==> config.mk <==
export PLATFORM = sky130hd
export DESIGN_NAME = rom_fetch_arbiter
export DESIGN_NICKNAME = d
export VERILOG_FILES = /design/src/rtl/rom_arb_pkg.sv /design/src/rtl/rr_picker.sv /design/src/rtl/rom_fetch_arbiter.sv
export SDC_FILE = /design/constraint.sdc
export NUM_CORES = 1
export LEC_CHECK = 0
export CAP_MARGIN = 20
export CORE_AREA = 2 2 376 378
export DETAILED_ROUTE_END_ITERATION = 12
export DIE_AREA = 0 0 378 380
export GPL_ROUTABILITY_DRIVEN = 1
export MAX_ROUTING_LAYER = met4
export SKIP_LAST_GASP = 1
export SLEW_MARGIN = 10
export SYNTH_ARGS = -nofsm -noshare
export SYNTH_HDL_FRONTEND = slang
export SYNTH_HIERARCHICAL = 1
export SYNTH_SLANG_ARGS = --single-unit
==> constraint.sdc <==
create_clock -name clk -period 4.6 [get_ports clk]
set_clock_uncertainty 0.15 [all_clocks]
set_input_delay 0.92 -clock clk [delete_from_list [all_inputs] [get_ports clk]]
set_output_delay 0.92 -clock clk [all_outputs]
set_load 0.05 [all_outputs]
==> src/rtl/rom_arb_pkg.sv <==
// Shared types and constants for the ROM fetch arbiter: FSM encoding,
// core/lane geometry and the lane position helper.
package rom_arb_pkg;

  typedef enum logic [1:0] {
    ST_IDLE   = 2'd0,
    ST_SETUP  = 2'd1,
    ST_ACCESS = 2'd2,
    ST_HOLD   = 2'd3
  } state_t;

  localparam int NUM_CORES = 4;
  localparam int LANE_W    = 64;
  localparam int LINE_W    = 256;

  // Core i reads line[255-64*i -: 64]; core 0 owns the top lane.
  function automatic int lane_msb(input int core);
    return LINE_W - 1 - LANE_W * core;
  endfunction

endpackage

==> src/rtl/rr_picker.sv <==
// Combinational round-robin picker: first set request bit at or after ptr,
// wrapping modulo four, returned as one-hot grant and binary index.
module rr_picker
  import rom_arb_pkg::*;
(
  input  logic [NUM_CORES-1:0] req,
  input  logic [1:0]           ptr,
  output logic [NUM_CORES-1:0] gnt,
  output logic [1:0]           idx
);

  logic [1:0] cand_s;
  logic       hit_s;
  logic       found_s;

  // Scan the four positions starting at ptr and keep the first hit.
  always_comb begin
    gnt     = 4'b0000;
    idx     = 2'd0;
    cand_s  = 2'd0;
    hit_s   = 1'b0;
    found_s = 1'b0;
    for (int k = 0; k < NUM_CORES; k++) begin
      cand_s  = ptr + 2'(k);
      hit_s   = req[cand_s] & ~found_s;
      gnt     = gnt | (hit_s ? (4'b0001 << cand_s) : 4'b0000);
      idx     = hit_s ? cand_s : idx;
      found_s = found_s | hit_s;
    end
  end

endmodule

==> src/rtl/rom_fetch_arbiter.sv <==
// Round-robin arbiter sharing one 256-bit instruction ROM among four cores.
// Optional build macro ROM_BROADCAST_EN merges same-address requests into one fetch.
module rom_fetch_arbiter
  import rom_arb_pkg::*;
#(
  parameter int ADDR_W        = 54,
  parameter int SETUP_CYCLES  = 3,
  parameter int ACCESS_CYCLES = 3,
  parameter int HOLD_CYCLES   = 3
) (
  input  logic                 clk,
  input  logic                 notReset,
  input  logic [NUM_CORES-1:0] req,
  input  logic [ADDR_W-1:0]    addr0,
  input  logic [ADDR_W-1:0]    addr1,
  input  logic [ADDR_W-1:0]    addr2,
  input  logic [ADDR_W-1:0]    addr3,
  output logic [NUM_CORES-1:0] ack,
  output logic [LANE_W-1:0]    instr0,
  output logic [LANE_W-1:0]    instr1,
  output logic [LANE_W-1:0]    instr2,
  output logic [LANE_W-1:0]    instr3,
  output logic                 busy,
  output logic [ADDR_W-1:0]    rom_addr0,
  output logic [ADDR_W-1:0]    rom_addr1,
  output logic [ADDR_W-1:0]    rom_addr2,
  output logic [ADDR_W-1:0]    rom_addr3,
  output logic [NUM_CORES-1:0] rom_notOE,
  output logic                 rom_notCE,
  input  logic [LINE_W-1:0]    rom_data
);

  localparam int CNT_W = 8;

  state_t                              state_r, state_s;
  logic [CNT_W-1:0]                    cnt_r;
  logic                                phase_done_s;
  logic [1:0]                          ptr_r, ptr_s, win_r, win_s, pick_idx_s;
  logic [NUM_CORES-1:0]                elig_s, pick_gnt_s, set_s, set_r, set_n_s;
  logic [NUM_CORES-1:0][ADDR_W-1:0]    addr_s, rom_addr_r, rom_addr_s;
  logic [NUM_CORES-1:0][LANE_W-1:0]    instr_r, instr_s;
  logic [LINE_W-1:0]                   line_r, line_s;
  logic [NUM_CORES-1:0]                notoe_r, notoe_s, ack_r, ack_s;
  logic                                notce_r, notce_s, busy_r, busy_s;

  assign addr_s[0] = addr0;
  assign addr_s[1] = addr1;
  assign addr_s[2] = addr2;
  assign addr_s[3] = addr3;

  // A core acked this cycle is masked so it cannot be regranted immediately.
  assign elig_s = req & ~ack_r;

  rr_picker u_picker (
    .req (elig_s),
    .ptr (ptr_r),
    .gnt (pick_gnt_s),
    .idx (pick_idx_s)
  );

  // Grant set: the winner alone, or every eligible core sharing its address.
  always_comb begin
    set_s = pick_gnt_s;
`ifdef ROM_BROADCAST_EN
    for (int i = 0; i < NUM_CORES; i++) begin
      set_s[i] = elig_s[i] & (addr_s[i] == addr_s[pick_idx_s]);
    end
`else
    set_s = pick_gnt_s;
`endif
  end

  // Last clock of the current timed phase.
  always_comb begin
    case (state_r)
      ST_SETUP:  phase_done_s = (cnt_r == CNT_W'(SETUP_CYCLES - 1));
      ST_ACCESS: phase_done_s = (cnt_r == CNT_W'(ACCESS_CYCLES - 1));
      ST_HOLD:   phase_done_s = (cnt_r == CNT_W'(HOLD_CYCLES - 1));
      default:   phase_done_s = 1'b0;
    endcase
  end

  // State register.
  always_ff @(posedge clk or negedge notReset) begin
    if (!notReset) begin
      state_r <= ST_IDLE;
    end else begin
      state_r <= state_s;
    end
  end

  // Next-state logic.
  always_comb begin
    case (state_r)
      ST_IDLE:   state_s = (|elig_s) ? ST_SETUP : ST_IDLE;
      ST_SETUP:  state_s = phase_done_s ? ST_ACCESS : ST_SETUP;
      ST_ACCESS: state_s = phase_done_s ? ST_HOLD : ST_ACCESS;
      ST_HOLD:   state_s = phase_done_s ? ST_IDLE : ST_HOLD;
      default:   state_s = ST_IDLE;
    endcase
  end

  // Phase cycle counter, restarted on every state change.
  always_ff @(posedge clk or negedge notReset) begin
    if (!notReset) begin
      cnt_r <= {CNT_W{1'b0}};
    end else if ((state_s != state_r) || (state_r == ST_IDLE)) begin
      cnt_r <= {CNT_W{1'b0}};
    end else begin
      cnt_r <= cnt_r + CNT_W'(1);
    end
  end

  // Next values of every registered output and of the transaction context.
  always_comb begin
    rom_addr_s = rom_addr_r;
    notoe_s    = notoe_r;
    notce_s    = (state_s != ST_ACCESS);
    ack_s      = 4'b0000;
    busy_s     = (state_s != ST_IDLE);
    instr_s    = instr_r;
    line_s     = line_r;
    ptr_s      = ptr_r;
    win_s      = win_r;
    set_n_s    = set_r;
    case (state_r)
      ST_IDLE: begin
        if (state_s == ST_SETUP) begin
          rom_addr_s[pick_idx_s] = addr_s[pick_idx_s];
          notoe_s                = ~pick_gnt_s;
          win_s                  = pick_idx_s;
          set_n_s                = set_s;
        end else begin
          notoe_s = 4'b1111;
        end
      end
      ST_SETUP: begin
        notoe_s = notoe_r;
      end
      ST_ACCESS: begin
        if (state_s == ST_HOLD) begin
          line_s = rom_data;
        end else begin
          line_s = line_r;
        end
      end
      ST_HOLD: begin
        if (state_s == ST_IDLE) begin
          notoe_s = 4'b1111;
          ack_s   = set_r;
          ptr_s   = win_r + 2'd1;
          for (int i = 0; i < NUM_CORES; i++) begin
            instr_s[i] = set_r[i] ? line_r[lane_msb(i) -: LANE_W] : instr_r[i];
          end
        end else begin
          notoe_s = notoe_r;
        end
      end
      default: begin
        notoe_s = 4'b1111;
      end
    endcase
  end

  // Output and context registers; a reset abandons any fetch without ack.
  always_ff @(posedge clk or negedge notReset) begin
    if (!notReset) begin
      rom_addr_r <= '0;
      notoe_r    <= 4'b1111;
      notce_r    <= 1'b1;
      ack_r      <= 4'b0000;
      busy_r     <= 1'b0;
      instr_r    <= '0;
      line_r     <= {LINE_W{1'b0}};
      ptr_r      <= 2'd0;
      win_r      <= 2'd0;
      set_r      <= 4'b0000;
    end else begin
      rom_addr_r <= rom_addr_s;
      notoe_r    <= notoe_s;
      notce_r    <= notce_s;
      ack_r      <= ack_s;
      busy_r     <= busy_s;
      instr_r    <= instr_s;
      line_r     <= line_s;
      ptr_r      <= ptr_s;
      win_r      <= win_s;
      set_r      <= set_n_s;
    end
  end

  assign ack       = ack_r;
  assign busy      = busy_r;
  assign rom_notOE = notoe_r;
  assign rom_notCE = notce_r;
  assign rom_addr0 = rom_addr_r[0];
  assign rom_addr1 = rom_addr_r[1];
  assign rom_addr2 = rom_addr_r[2];
  assign rom_addr3 = rom_addr_r[3];
  assign instr0    = instr_r[0];
  assign instr1    = instr_r[1];
  assign instr2    = instr_r[2];
  assign instr3    = instr_r[3];

endmodule

* Yosys cells after proc, flatten, opt, wreduce, memory -nomap -nowiden
Cells that the tools add are included.
Operators by class: add/sub/neg operators 5, magnitude comparators 6, eq/ne operators 9, shift-type cells 4, multiplexer cells 33, bitwise operators 14, reductions and logical operators 16
Operators with widths (number):
- bitwise mux 216 bit | 1
- binary-select mux 54 bit (select 2 bit) | 1
- demux 54 bit (select 2 bit) | 1
- 2-to-1 mux 54 bit | 2
- 2-to-1 mux 4 bit | 8
- left shift 1 x 2 -> 4 bit (first input constant) | 4
- < comparator 2 x 3 -> 1 bit (second input constant) | 5
- 2-to-1 mux 2 bit | 6
- bitwise OR 4 bit | 3
- AND reduction 3 bit | 4
- adder 8 x 1 -> 8 bit (second input constant) | 1
- binary-select mux 1 bit (select 2 bit) | 4
- == test 8 x 2 -> 1 bit (second input constant) | 1
- 2-to-1 mux 8 bit | 1
- NOT 4 bit | 2
- case mux 2 bit (4 select lines) | 1
- case mux 4 bit (2 select lines) | 1
- AND reduction 2 bit | 4
- 2-to-1 mux 1 bit | 7
- == test 2 bit (second input constant) | 3
- adder 2 x 1 -> 2 bit (second input constant) | 2
- adder 2 bit (second input constant) | 2
- bitwise AND 4 bit | 1
- == test 2 x 1 -> 1 bit (second input constant) | 2
- 12 further kinds | 20
Word-level totals: flip-flop bits (word level) 756, bits of input ports 478, output and inout port bits 482

* Longest topological paths before layout
depth in word-level cells 18, gate-level depth with buffers 11, depth with buffers taken out 9

* Cells and area by module
Netlist, hierarchy kept.
Modules (own cells, without submodules):
- rom_fetch_arbiter | times used 1, cells an instance 1649, area each 28096.9 um^2, sequential area each 18924.4 um^2
- rr_picker | times used 1, cells an instance 57, area each 457.9 um^2, sequential area each 0.0 um^2

* Least setup slack after synthesis
OpenSTA, ideal clock, no wires.
kind in2reg, start point in req[0], end point reg rom_addr_r (netlist bit rom_addr3[33]), library setup time 128 ps, arrival 3663 ps, setup slack 659 ps, cell stages on the path 10, path buffers 2, cell sequence nor2b_1 -> clkbuf_1 -> mux4_1 -> nor2b_4 -> a221oi_1 -> o31ai_1 -> nor4bb_1 -> o41ai_2 -> buf_2 -> mux2_1
Between the ends: cells in the longest elaborated chain, start to end 17, elaborated cells on any way between the ends 34, classes of those cells order compare: 2; eq/ne: 1; mux: 19; bitwise: 9; reduce/logical: 3
Ends and longest elaborated chain:
- start, declared | line rom_fetch_arbiter.sv:13 | input logic [NUM_CORES-1:0] req,
- bitwise AND 4 bit (*) | line rom_fetch_arbiter.sv:52 | assign elig_s = req & ~ack_r;
- via elig_s[0] | line rom_fetch_arbiter.sv:39 | logic [NUM_CORES-1:0] elig_s, pick_gnt_s, set_s, set_r, set_n_s;
- binary-select mux 1 bit (select 2 bit) | line rr_picker.sv:25 | hit_s = req[cand_s] & ~found_s;
- 2-to-1 mux 1 bit (implied by the code) | line rr_picker.sv:25
- NOT 1 bit | line rr_picker.sv:25
- bitwise AND 1 bit | line rr_picker.sv:25
- bitwise OR 1 bit | line rr_picker.sv:28 | found_s = found_s | hit_s;
- NOT 1 bit | line rr_picker.sv:25
- (+3 left out)
- bitwise AND 1 bit | line rr_picker.sv:25
- 2-to-1 mux 2 bit (*) | line rr_picker.sv:27 | idx = hit_s ? cand_s : idx;
- via pick_idx_s[1] | line rom_fetch_arbiter.sv:38 | logic [1:0] ptr_r, ptr_s, win_r, win_s, pick_idx_s;
- < comparator 2 x 3 -> 1 bit (implied by the code) / >= comparator 2 x 1 -> 1 bit (equally long branches) | line rom_fetch_arbiter.sv:129 | rom_addr_s[pick_idx_s] = addr_s[pick_idx_s];
- logical AND 1 bit (implied by the code) | line rom_fetch_arbiter.sv:129
- 2-to-1 mux 54 bit (implied by the code) | line rom_fetch_arbiter.sv:129
- demux 54 bit (select 2 bit) | line rom_fetch_arbiter.sv:129
- bitwise mux 216 bit (*) | line rom_fetch_arbiter.sv:129
- end signal, assigned | line rom_fetch_arbiter.sv:179 | rom_addr_r <= rom_addr_s;
- end, declared | line rom_fetch_arbiter.sv:40 | logic [NUM_CORES-1:0][ADDR_W-1:0] addr_s, rom_addr_r, rom_addr_s;
The timed path passes the listed nets; every way through them passes the cells marked *. The select of a mux whose other input is x is not followed. A chain may end at the register's enable or synchronous reset.

* Worst setup path in the final report
start point reg ptr_r[1], end point reg rom_addr_r (netlist bit rom_addr0[33])
Between the ends: cells in the longest elaborated chain, start to end 16, elaborated cells on any way between the ends 31, classes of those cells add/sub: 3; order compare: 2; mux: 17; bitwise: 8; reduce/logical: 1
Ends and longest elaborated chain:
- start, declared | line rom_fetch_arbiter.sv:38
- start signal, assigned | line rom_fetch_arbiter.sv:186 | ptr_r <= ptr_s;
- adder 2 x 1 -> 2 bit / binary-select mux 1 bit (select 2 bit) (equally long branches) | line rr_picker.sv:24, rr_picker.sv:25
- binary-select mux 1 bit (select 2 bit) / 2-to-1 mux 1 bit (equally long branches) | line rr_picker.sv:25
- 2-to-1 mux 1 bit (implied by the code) / NOT 1 bit (equally long branches) | line rr_picker.sv:25
- bitwise AND 1 bit | line rr_picker.sv:25
- bitwise OR 1 bit | line rr_picker.sv:28
- NOT 1 bit | line rr_picker.sv:25
- bitwise AND 1 bit | line rr_picker.sv:25
- bitwise OR 1 bit | line rr_picker.sv:28
- NOT 1 bit | line rr_picker.sv:25
- bitwise AND 1 bit | line rr_picker.sv:25
- 2-to-1 mux 2 bit (*) | line rr_picker.sv:27
- via pick_idx_s[1] | line rom_fetch_arbiter.sv:38
- < comparator 2 x 3 -> 1 bit (implied by the code) / >= comparator 2 x 1 -> 1 bit (equally long branches) | line rom_fetch_arbiter.sv:129
- logical AND 1 bit (implied by the code) | line rom_fetch_arbiter.sv:129
- 2-to-1 mux 54 bit (implied by the code) | line rom_fetch_arbiter.sv:129
- demux 54 bit (select 2 bit) | line rom_fetch_arbiter.sv:129
- bitwise mux 216 bit (*) | line rom_fetch_arbiter.sv:129
Marks and branches as above.

==> parameters.txt <==
Parameter                              Value

Power
  Part of the power in combinational logic ... 45.2%
  Switching fraction of total power ... 41.1%
  Worst ir drop on vdd ... between 0.0004 and 0.0005 V
  Internal power ... 20.3 mW
  Total leakage power ... around 19 nW
  P per Cell Area ... between 700 and 800 nW/um^2
  Part of the power in registers ... 33.2%
  P_sw ... 14.2 mW
  Share of power burned in the clock network ... 21.6%
  Total power ... about 35 mW

Cells and area
  Share of post-route cells with drive strength above 1 ... 33.2%
  Commonest non-fill, non-tap cell in the layout ... sky130_fd_sc_hd__clkdlybuf4s50_1
  Commonest non-fill, non-tap cells in the layout ... sky130_fd_sc_hd__clkdlybuf4s50_1, sky130_fd_sc_hd__dfrtp_1, sky130_fd_sc_hd__mux2_2
  Fillers ... 13900
  Non-filler instance count after layout ... around 4700
  Layout area overhead ... 54.0%
  Net count of the finished layout ... around 3200

Setup path
  Largest fanout on the critical path ... 21
  Critical Setup Path Class ... register to register
  CP Data Arrival Time ... ~4.3 ns
  Required @ worst endpoint ... 4.98 ns
  CP most frequent cell ... sky130_fd_sc_hd__nor4_1
  Kind of start point of the critical path ... register
  CP max-delay cell ... sky130_fd_sc_hd__dfrtp_1
  CP Cell Sequence ... inv_1, ha_1, mux4_1, buf_4, nor4_1, o31ai_1, nor4_1, o41ai_4, buf_12, mux2_2
  CP peak stage delay ... 0.59 ns
  Setup crit end kind ... register

Yosys
  Total of warnings raised by yosys ... 6
  Synth Net Count ... 2193
  Cell count after synthesis ... 1706
  Synthesized area per cell ... 16.7 um^2
  Sequential element share of the synthesized area ... roughly two thirds
  Netlist area before placement ... 28600 um^2
  Number of register bits inferred by synthesis ... 756
  Count of distinct cell types in the synthesized netlist ... 45

Timing
  Post-route minimum period ... 3.88 ns
  Final count of pins violating max slew ... 0
  Transition time at the pin with the least slew margin ... 1.06 ns
  Fin Hold WS ... 0.123 ns
  Worst setup slack after layout ... 0.720 ns
  Hold Fails Final Rpt ... 0
  Slew margin rel. ... 29.2%
  Final count of negative-setup-slack endpoints ... 0
  Period utilisation layout ... 84.3%
  Max frequency ... 258 MHz
  Setup total negative slack ... 0 ns
  RSZ-0062 raised after global routing ... false

Clock tree
  Root cell of the clock tree ... sky130_fd_sc_hd__clkbuf_16
  Number of buffers on the longest clock path ... 3
  Clock transition at the register clock pins on the worst setup and hold paths after CTS ... 0.06 ns
  Setup fix buffers added after clock tree synthesis ... 0
  Total number of H-tree levels ... 3
  Number of CTS-inserted buffers ... 86
  Clock latency reported for the late side of the worst-skew pair ... between 0.6 and 0.7 ns
  Gates resized, CTS repair ... 0
  Total clock sinks ... 756
  CTS tree ... yes
  Hold buffers post-CTS ... 0

Placed design
  Count of placed standard cells including taps ... 4509
  Worst setup slack before clock tree synthesis ... 0.0105 ns
  HPWL after DPL ... between 70 and 80 mm
  Number of I/O port buffers ... 959
  Final weighted congestion of routability-driven global placement ... 0.842

Route
  Remaining routing DRC violations ... 0
  Aggregate routed wire length ... 95.1 mm
  Initial detailed-routing violation count ... 680
  First-pass iteration count of the detailed router ... 5
  WL per Instance ... ~20 um
  Total number of vias ... 18300
  Number of nets with antenna violations after routing ... 0
  Ratio of routed vias to standard cells ... 3.91

Global route
  First-pass GRT wire length ... 136 mm
  Maximum number of pins on one net before global-route repair ... 137
  Initial antenna violation count ... 17
  Aggregate global routing overflow ... 0
  Via count of the first global-routing pass ... between 15000 and 20000
  Overall Global Routing Usage ... 13.3%

Min path
  Type of the tightest min-delay check ... primary input to async pin

Floorplanning
  Row count ... 137
  Die Height ... 380 um
  Initial Utilization ... 20.5%
  Count of pins on the block boundary ... 960
  Die extent in x ... between 300 and 400 um
  Placeable core region ... about 140000 um^2
  Total Die Area ... 144000 um^2

Run status
  Run status ... finished clean

Flow run
  Count of max-cap constraint violations ... 0
-- routing by layer --
layer | part of all wire [%] | global-route usage (%) | wire (um)
met2 | 48 | 21.1 | 45200
met4 | 1.7 | 3.53 | 1660
met1 | 41 | 15.7 | 39300
met3 | 9.4 | 5.12 | 8930
met5 | 0 | - | 0
-- sequential cells by signal (all words and copies together) (netlist names) --
name,flops
ack,4
busy,1
cnt_r,8
instr0,64
instr1,64
instr2,64
instr3,64
line_r,256
ptr_r,2
rom_addr0,54
rom_addr1,54
rom_addr2,54
rom_addr3,54
rom_notCE,1
rom_notOE,4
set_r,4
state_r,2
win_r,2
-- final timing paths --
kind,start,endpoint,slack [ns],cells past startpoint
min reg2reg,line_r[96],instr2[32],0.33,1
max reg2reg,ptr_r[1],rom_addr0[33],0.72,10
min in group clk,line_r[96],instr2[32],0.33,1
max,ptr_r[1],rom_addr0[33],0.72,10
max in group asynchronous,notReset,instr3[28],2.99,3
min,notReset,rom_addr3[2],0.12,1
-- critical path: cells and delay by family, from the launching register on --
kind                       cells  cell delay [ns]
and+or+nand+nor                2             0.71
muxes                          2             0.68
buffers and inverters          3             0.65
DFF                            1             0.59
AOI/OAI and AO/OA              2             0.53
adders and majority gates      1             0.44
-- through the flow --
stage | area, um^2 | utilization, %
2_1_floorplan | 28600 | -
5_1_grt | 44000 | 31.6
3_5_place_dp | 40800 | 29.3
4_1_cts | 43900 | 31.6
6_report | 44000 | 31.6
3_3_place_gp | 40800 | 29.3
-- kinds of logic (layout without fill, tap and decap cells) --
kind of cell             Yosys count  count (layout)  share of synthesized area [%]
AO/OA/AOI/OAI                     36              36                           1.05
XOR/XNOR                           5               5                          0.153
adder cells (fa/ha/maj)            9               9                          0.394
buffers and inverters             94            1178                           1.40
flip-flops                       756             756                           66.3
multiplexers                     740             740                           29.3
other                              0              12                              0
AND/OR/NAND/NOR                   66              66                           1.43
-- layout make-up --
cell class	instances	area [um^2]	share of cell area, %
antenna	12	30.0	0.0683
clock buffer	119	2540	5.77
clock inverter	38	611	1.39
inverter	10	37.5	0.0854
multi-input combinational	856	9280	21.1
sequential	756	18900	43.0
tap	1876	2350	5.34
timing repair buffer	1011	10200	23.2
-- synthesized netlist by cell type, drive strengths merged --
master  number  area (um^2)
a21o         1         7.51
o21ai        9         45.0
nor4bb       1         10.0
xnor2        2         17.5
xor2         3         26.3
ha           9          113
a221oi       2         17.5
nor4         3         18.8
buf         33          170
clkbuf      51          191
or3          3         18.8
nor2         8         30.0
mux4         3         71.3
and2         2         12.5
nand2       14         52.6
mux2i        2         20.0
nor3         2         15.0
dfstp        5          131
nand4b       1         8.76
nand4        6         37.5
nor2b        7         58.8
o32a         4         40.0
a21oi        7         35.0
a221o        4         40.0
and3b        2         20.0
o31a         1         10.0
nor4b        3         41.3
dfrtp      751        18800
or2          1         6.26
mux2       735         8280
nand3        5         25.0
o41ai        5         81.3
o211ai       2         15.0
nand2b       2         12.5
nor3b        2         15.0
o31ai        1         7.51
and3         4         25.0
inv         10         37.5
-- power groups by stage --
| stage | clock network (mW) | logic (mW) | registers [mW] |
|---|---|---|---|
| floorplan | 0 | 3.61 | 17.5 |
| global placement | 0 | 15.6 | 11.5 |
| detailed placement | 0 | 15.7 | 11.6 |
| CTS | 7.75 | 15.8 | 11.5 |
| global route | 8.00 | 16.3 | 11.8 |
| finish | 7.47 | 15.6 | 11.4 |
Note: power is estimated with default switching activity, not from simulation.
